### config.mk
export PLATFORM = sky130hd
export DESIGN_NAME = mtm_row_packer
export DESIGN_NICKNAME = d
export VERILOG_FILES = /design/src/rtl/mtm_row_packer.sv
export SDC_FILE = /design/constraint.sdc
export NUM_CORES = 1
export LEC_CHECK = 0
export ABC_AREA = 1
export CORE_UTILIZATION = 60
export CTS_CLUSTER_SIZE = 12
export DETAILED_ROUTE_END_ITERATION = 6
export PLACE_DENSITY = 0.86
export RECOVER_POWER = 25
export SLEW_MARGIN = 20
export SYNTH_ARGS = -nofsm -noshare
export SYNTH_HDL_FRONTEND = slang
export SYNTH_SLANG_ARGS = --single-unit
### constraint.sdc
create_clock -name clk -period 14.1 [get_ports clk]
set_clock_uncertainty 0.05 [all_clocks]
set_input_delay 2.115 -clock clk [delete_from_list [all_inputs] [get_ports clk]]
set_output_delay 2.115 -clock clk [all_outputs]
set_load 0.05 [all_outputs]
### src/rtl/mtm_row_packer.sv
// Row packer for the matrix-transpose unit: collects NUM_PE coefficients per row into a
// two-entry ping-pong buffer. Define MTM_PACKER_BITREV_EN for bit-reversed lane placement.
module mtm_row_packer #(
    parameter int DATA_WIDTH = 64,
    parameter int NUM_PE     = 8,
    parameter int ADDR_WIDTH = $clog2(NUM_PE)
) (
    input  logic                  clk,
    input  logic                  rst,
    input  logic                  s_valid,
    output logic                  s_ready,
    input  logic [DATA_WIDTH-1:0] s_data,
    input  logic                  s_last,
    output logic                  m_valid,
    input  logic                  m_ready,
    output logic [DATA_WIDTH-1:0] m_row [0:NUM_PE-1],
    output logic [ADDR_WIDTH-1:0] m_row_idx,
    output logic                  m_first,
    output logic                  m_last,
    output logic                  err
);

    localparam logic [ADDR_WIDTH-1:0] LAST_IDX = ADDR_WIDTH'(NUM_PE - 1);
    localparam logic [ADDR_WIDTH-1:0] ONE      = ADDR_WIDTH'(1);

    logic [DATA_WIDTH-1:0] row_data [0:1][0:NUM_PE-1];
    logic [ADDR_WIDTH-1:0] row_idx  [0:1];
    logic [1:0]            row_last;
    logic [1:0]            full;
    logic [1:0]            full_nxt;
    logic                  wr_sel;
    logic                  rd_sel;
    logic [ADDR_WIDTH-1:0] lane_cnt;
    logic [ADDR_WIDTH-1:0] row_cnt;
    logic [ADDR_WIDTH-1:0] wr_lane;
    logic                  accept;
    logic                  take;
    logic                  complete;
    logic                  at_end;

    function automatic logic [ADDR_WIDTH-1:0] lane_map(input logic [ADDR_WIDTH-1:0] k);
`ifdef MTM_PACKER_BITREV_EN
        logic [ADDR_WIDTH-1:0] r;
        r = '0;
        for (int b = 0; b < ADDR_WIDTH; b++) begin
            r[b] = k[ADDR_WIDTH-1-b];
        end
        return r;
`else
        return k;
`endif
    endfunction

    always_comb begin
        s_ready  = !full[wr_sel];
        accept   = s_valid && s_ready;
        take     = full[rd_sel] && m_ready;
        at_end   = (lane_cnt == LAST_IDX) && (row_cnt == LAST_IDX);
        complete = accept && ((lane_cnt == LAST_IDX) || s_last);
        wr_lane  = lane_map(lane_cnt);
        // Completion and take always target different buffers, so both may land at once.
        full_nxt = full;
        if (take) begin
            full_nxt[rd_sel] = 1'b0;
        end
        if (complete) begin
            full_nxt[wr_sel] = 1'b1;
        end
    end

    always_comb begin
        m_valid   = full[rd_sel];
        m_row_idx = row_idx[rd_sel];
        m_first   = full[rd_sel] && (row_idx[rd_sel] == '0);
        m_last    = full[rd_sel] && row_last[rd_sel];
        for (int i = 0; i < NUM_PE; i++) begin
            m_row[i] = row_data[rd_sel][i];
        end
    end

    always_ff @(posedge clk) begin
        if (rst) begin
            full     <= '0;
            wr_sel   <= 1'b0;
            rd_sel   <= 1'b0;
            lane_cnt <= '0;
            row_cnt  <= '0;
            row_last <= '0;
            err      <= 1'b0;
            for (int b = 0; b < 2; b++) begin
                row_idx[b] <= '0;
                for (int i = 0; i < NUM_PE; i++) begin
                    row_data[b][i] <= '0;
                end
            end
        end else begin
            full <= full_nxt;
            if (accept) begin
                // Lane 0 of a new row wipes the buffer so an early flush reads zeros.
                for (int i = 0; i < NUM_PE; i++) begin
                    if (ADDR_WIDTH'(i) == wr_lane) begin
                        row_data[wr_sel][i] <= s_data;
                    end else if (lane_cnt == '0) begin
                        row_data[wr_sel][i] <= '0;
                    end
                end
                lane_cnt <= complete ? '0 : lane_cnt + ONE;
                if (s_last != at_end) begin
                    err <= 1'b1;
                end
            end
            if (complete) begin
                row_idx[wr_sel]  <= row_cnt;
                row_last[wr_sel] <= s_last || (row_cnt == LAST_IDX);
                wr_sel           <= ~wr_sel;
                row_cnt          <= s_last ? '0 : row_cnt + ONE;
            end
            if (take) begin
                rd_sel <= ~rd_sel;
            end
        end
    end

endmodule

# [Word-level counts from Yosys, hierarchy flattened]
# Memory sizes are Yosys's and may differ from the RTL's. A register that Yosys moved wholly into a read port is not among the register bits.
# Index checks and enable logic that the tools add are counted.
[word_totals] input_bits=69 ramBits=1030 n_memories=2 output_inout_bits=520 ff_bits=13 elab_cells=150
[mem_list] name="row_data" depth=2 word_bits=512 rd=1 rd_ports_with_merged_regs=1 wr=2 line="26" source="logic [DATA_WIDTH-1:0] row_data [0:1][0:NUM_PE-1];"
[mem_list] name="row_idx" depth=2 word_bits=3 rd=1 rd_ports_with_merged_regs=1 wr=2 line="27" source="logic [ADDR_WIDTH-1:0] row_idx [0:1];"
[op_classes] n_lt_le_gt_ge=4 n_addsub=2 eq_ne=10 bitwise_logic=12 n_mux=97 n_reduce_logical=16
[ops] op="512-bit 2-to-1 mux" count=1
[ops] op="512-bit OR reduction" count=1
[ops] op="64-bit 2-to-1 mux" count=7
[ops] op="1-bit 2-to-1 mux" count=80
[ops] op="3-bit equality test, first input constant" count=4
[ops] op="3-bit 2-to-1 mux" count=3
[ops] op="1-bit logical AND" count=8
[ops] op="8-bit 2-to-1 mux" count=1
[ops] op="1-bit bitwise OR" count=7
[ops] op="3-bit by 1-bit adder with 3-bit output, second input constant" count=2
[ops] op="2-bit by 3-bit equality test with 1-bit output, first input constant" count=2
[ops] op="3-bit equality test, second input constant" count=2
[ops] op="3-bit zero test" count=2
[ops] op="1-bit by 2-bit < comparator with 1-bit output, second input constant" count=2
[ops] op="2-bit 2-to-1 mux" count=2
[ops] op="1-bit by 3-bit equality test with 1-bit output, first input constant" count=1
[ops] op="3-bit OR reduction" count=1
[ops] op="2-bit AND" count=1
[ops] op="2-bit bitwise mux" count=1
[ops] op="1-bit demux with 1-bit select" count=2
[ops] op="1-bit greater-or-equal comparator, second input constant" count=2
[ops] op="1-bit logical OR" count=2
[ops] op="1-bit NOT" count=2
[ops] op="2-bit NOT" count=1
[ops] op="4 further kinds" count=4

# [Logic depth before layout (Yosys ltp)]
[depth] depth_word=10 depth_mapped=13 ltp_nobuf=11

# [Worst setup path after synthesis]
# Ideal clock, no wire load.
[synth_path] kind="input-to-reg" from="in rst" to="mem row_data[1][0] (netlist name) (enable)" cell_stages=13 path_slack_ns=7.551 t_arrival_ns=6.012 setup_ns=0.486 required_ns=13.564 cell_sequence="buf_2 inv_2 nand2_1 nor2_1 o21ai_2 nand2_1 nor2_1 nand2_2 buf_6 buf_6 nand2_1 nand2_1 nor2_1"
[synth_lines] item="from (decl)" line="9" source="input logic rst,"
[synth_lines] item="to (decl)" line="26"

==> impl_results.md <==
* Number of setup violations in the final report at 0
* DR DRC count at 0
* Vias in the first global route at 28,600
* Clock buffer depth at 3
* CP Class: input pin to flip-flop
* Worst path cell trace: dlygate4sd3_1 > inv_1 > nand4_1 > buf_4 > inv_1 > nand2_1 > nand2_1 > clkbuf_1
* Tmin final at 11.02 ns
* Pin count of the biggest net entering global routing at 164
* Routed length per placed instance at 26.6 um
* Share of Yosys cell area claimed by the top area cell type at 0.690
* Hold-fix buffers, CTS at 0
* Failing checks: max-capacitance violations, max-slew violations
* Max-slew violation count at 454
* Resize count post-CTS at 0
* Hold WS at 0.435 ns
* Sink Count at 1,044
* DPL Wire Length at 80.9 mm
* First-pass GRT wire length at 183 mm
* Die Width at 275 um
* Crit start category: input pin
* Overflow after GRT at 0
* Root buffer cell: clkbuf_16
* Worst-margin pin slew at 4.46 ns
* Syn_nets at 3,409
* Core area at 73,500 um2
* Status: finished with violations
* DR pass1 iterations at 6
* DRT Wirelength at 130 mm
* Routed vias/inst at 6.01
* H-Tree Depth at 3
* Postcts setup bufs at 0
* Initial DRC count at 3,684
* Critical Path AT at 11.14 ns
* Area post-placement at 51,200 um2
* Yosys top cell by area: edfxtp_1
* Final Hold Viols at 0
* Syn Area/Cell at 13.4 um2
* Largest delay share family, worst path: buffers and inverters
* Initial antenna violation count at 2
* Crit path max fanout at 67
* IO Port Bufs at 588
* FF+latch count, synth at 1,044
* CP max stage delay at 2.43 ns
* GPL Wtd Cong at 0.869
* DIE AREA at 75,800 um2
* Fin util at 0.736
* Cts bufs inserted at 103
* Fmax at 90.8 MHz
* CP endpoint kind: flip-flop
* Worst-Skew Late Latency at 0.66 ns
* Buffer and inverter count on the worst path at 5
* Nets@finish at 3,932
* Layout cells sized above 1 at 0.170
* Pwr Density at 158 nW/um2
* Die Ht at 275 um
* RSZ-0062 raised after global routing: no
* Post-synthesis cell type count at 34
* Register area share after synthesis at 0.697
* Setup TNS Final at 0 ns
* DRT antenna net count at 0
* Synthesized area at 44,800 um2
* Hold Crit Class: flip-flop to flip-flop
* Area grow syn2layout at 20.7%
* CTS clock-pin slew for the worst setup and hold paths at 0.06 ns
* Synth area leaders: edfxtp_1 69%, mux2_2 13%, nor2_1 5.0%
* Gr usage total at 0.336
* Vias at 29,300
* Fin crit share at 0.781
* Row count at 99
* LEAKAGE at 22.4 nW
* Worst EP required at 14.23 ns
* Peak VDD IR at 0.113 mV
* Syn Inst Count at 3,332
* CTS tree: yes
* CP max stage cell: clkbuf_1
* YS warnings at 0
* Post-route cell area at 54,100 um2
* Rel. slew slack at -1.98
* Top-level I/O count at 589
* Max cap viols at 7
* Initial Util at 0.610
-- kinds of logic (layout without fill, tap and decap cells) --
group | count (synthesis) | in the layout | share of synthesized area
xor+xnor | 1 | 1 | 0.000196
compound gates | 24 | 24 | 0.00302
mux | 515 | 515 | 0.129
simple gates | 1053 | 1053 | 0.102
other cells | 0 | 1 | 0
buf+inv | 687 | 1268 | 0.0668
flops | 1044 | 1044 | 0.697
fa+ha+maj | 8 | 8 | 0.00223
-- area by class of cell --
class | count | area [um2]
fill | 4366 | 19400
clock buffer | 139 | 2780
multi-input combinational | 1601 | 10700
clock inverter | 24 | 169
tap | 959 | 1200
antenna | 1 | 2.50
inverter | 489 | 1840
sequential | 1044 | 31200
timing repair buffer | 616 | 6150
-- state kept, by name, summed over array words and instances, names as in the netlist, named ones only --
| name | count |
|---|---|
| row_data | 1024 |
| row_idx | 6 |
| lane_cnt | 3 |
| row_cnt | 3 |
| full | 2 |
| row_last | 2 |
| err | 1 |
| rd_sel | 1 |
| wr_sel | 1 |
-- Yosys cell counts --
cell type and n:
clkbuf_1 83, nand3_1 311, or2_2 1, xor2_1 1, mux2i_1 2, buf_12 2, dfxtp_1 14, nor3_1 13
a211oi_1 2, edfxtp_1 1030, buf_6 30, ha_1 8, mux2_2 513, inv_2 5, o21ai_0 10, buf_8 1
buf_2 36, a21oi_1 8, nand2_4 1, o21ai_2 1, nand3_2 23, buf_4 27, nor4_1 1, nor2_2 3
nand4_1 7, o21a_1 1, nand3_4 1, buf_1 19, inv_1 484, nand2_2 2, nand2_1 90, nor2_1 600
o22ai_1 1, o211ai_1 1
-- worst paths after layout --
path	depth (start not counted)	from	slack, ns	endpoint
setup / recovery	8	rst	3.08	row_data[0][486]
hold / removal	2	err	0.44	err
setup reg to reg	9	wr_sel	5.24	row_data[0][486]
hold reg to reg	2	err	0.44	err
-- where the power goes --
part,switching (W),internal (W)
logic,0.00148,0.000527
clock network,0.00114,0.00137
registers,0.0000987,0.00391
-- per-layer routing --
layer | up-vias | routed length (um) | GRT usage
met1 | 14500 | 44400 | 0.423
met4 | 4 | 7490 | 0.175
met5 | - | 29 | 0
met2 | 2013 | 63300 | 0.553
li1 | 12500 | - | -
met3 | 373 | 14400 | 0.0698
-- worst reg2reg max path: cells and delay by family, from the launching register on --
kind	cells	cell delay (ns)
flops	1	0.35
buf+inv	4	3.63
simple gates	5	4.28
-- cells in the final DEF (no fill, tap or decap), types with 2 or more instances in the layout --
cell type / instances
inv_16: 4
nor2_2: 4
nand2_8: 2
clkdlybuf4s50_1: 336
clkinv_1: 11
nor2_4: 7
nand3_1: 327
a211oi_1: 2
clkbuf_8: 2
nor3_1: 13
buf_12: 2
nand2_1: 81
mux2_2: 483
inv_1: 485
edfxtp_1: 1030
buf_16: 2
buf_4: 17
nand4_1: 7
ha_1: 8
mux2_1: 30
inv_2: 4
clkbuf_1: 37
clkbuf_16: 105
a21oi_1: 8
nor2_1: 592
nand2_4: 9
clkinv_2: 8
dlygate4sd3_1: 252
o21ai_0: 10
mux2i_1: 2
nand3_4: 7
dfxtp_1: 13
-- metrics by stage --
step / cells / worst slack (ns) / total power (W)
after floorplan: 3332 / 7.55 / 0.00539
after global placement: 4705 / 5.46 / 0.00599
after detailed placement: 4705 / 5.34 / 0.00606
after CTS: 4868 / 5.98 / 0.00853
after global routing: 4872 / 2.90 / 0.00874
final: 4873 / 3.08 / 0.00852
No activity file was read; power rests on OpenSTA's default activity.
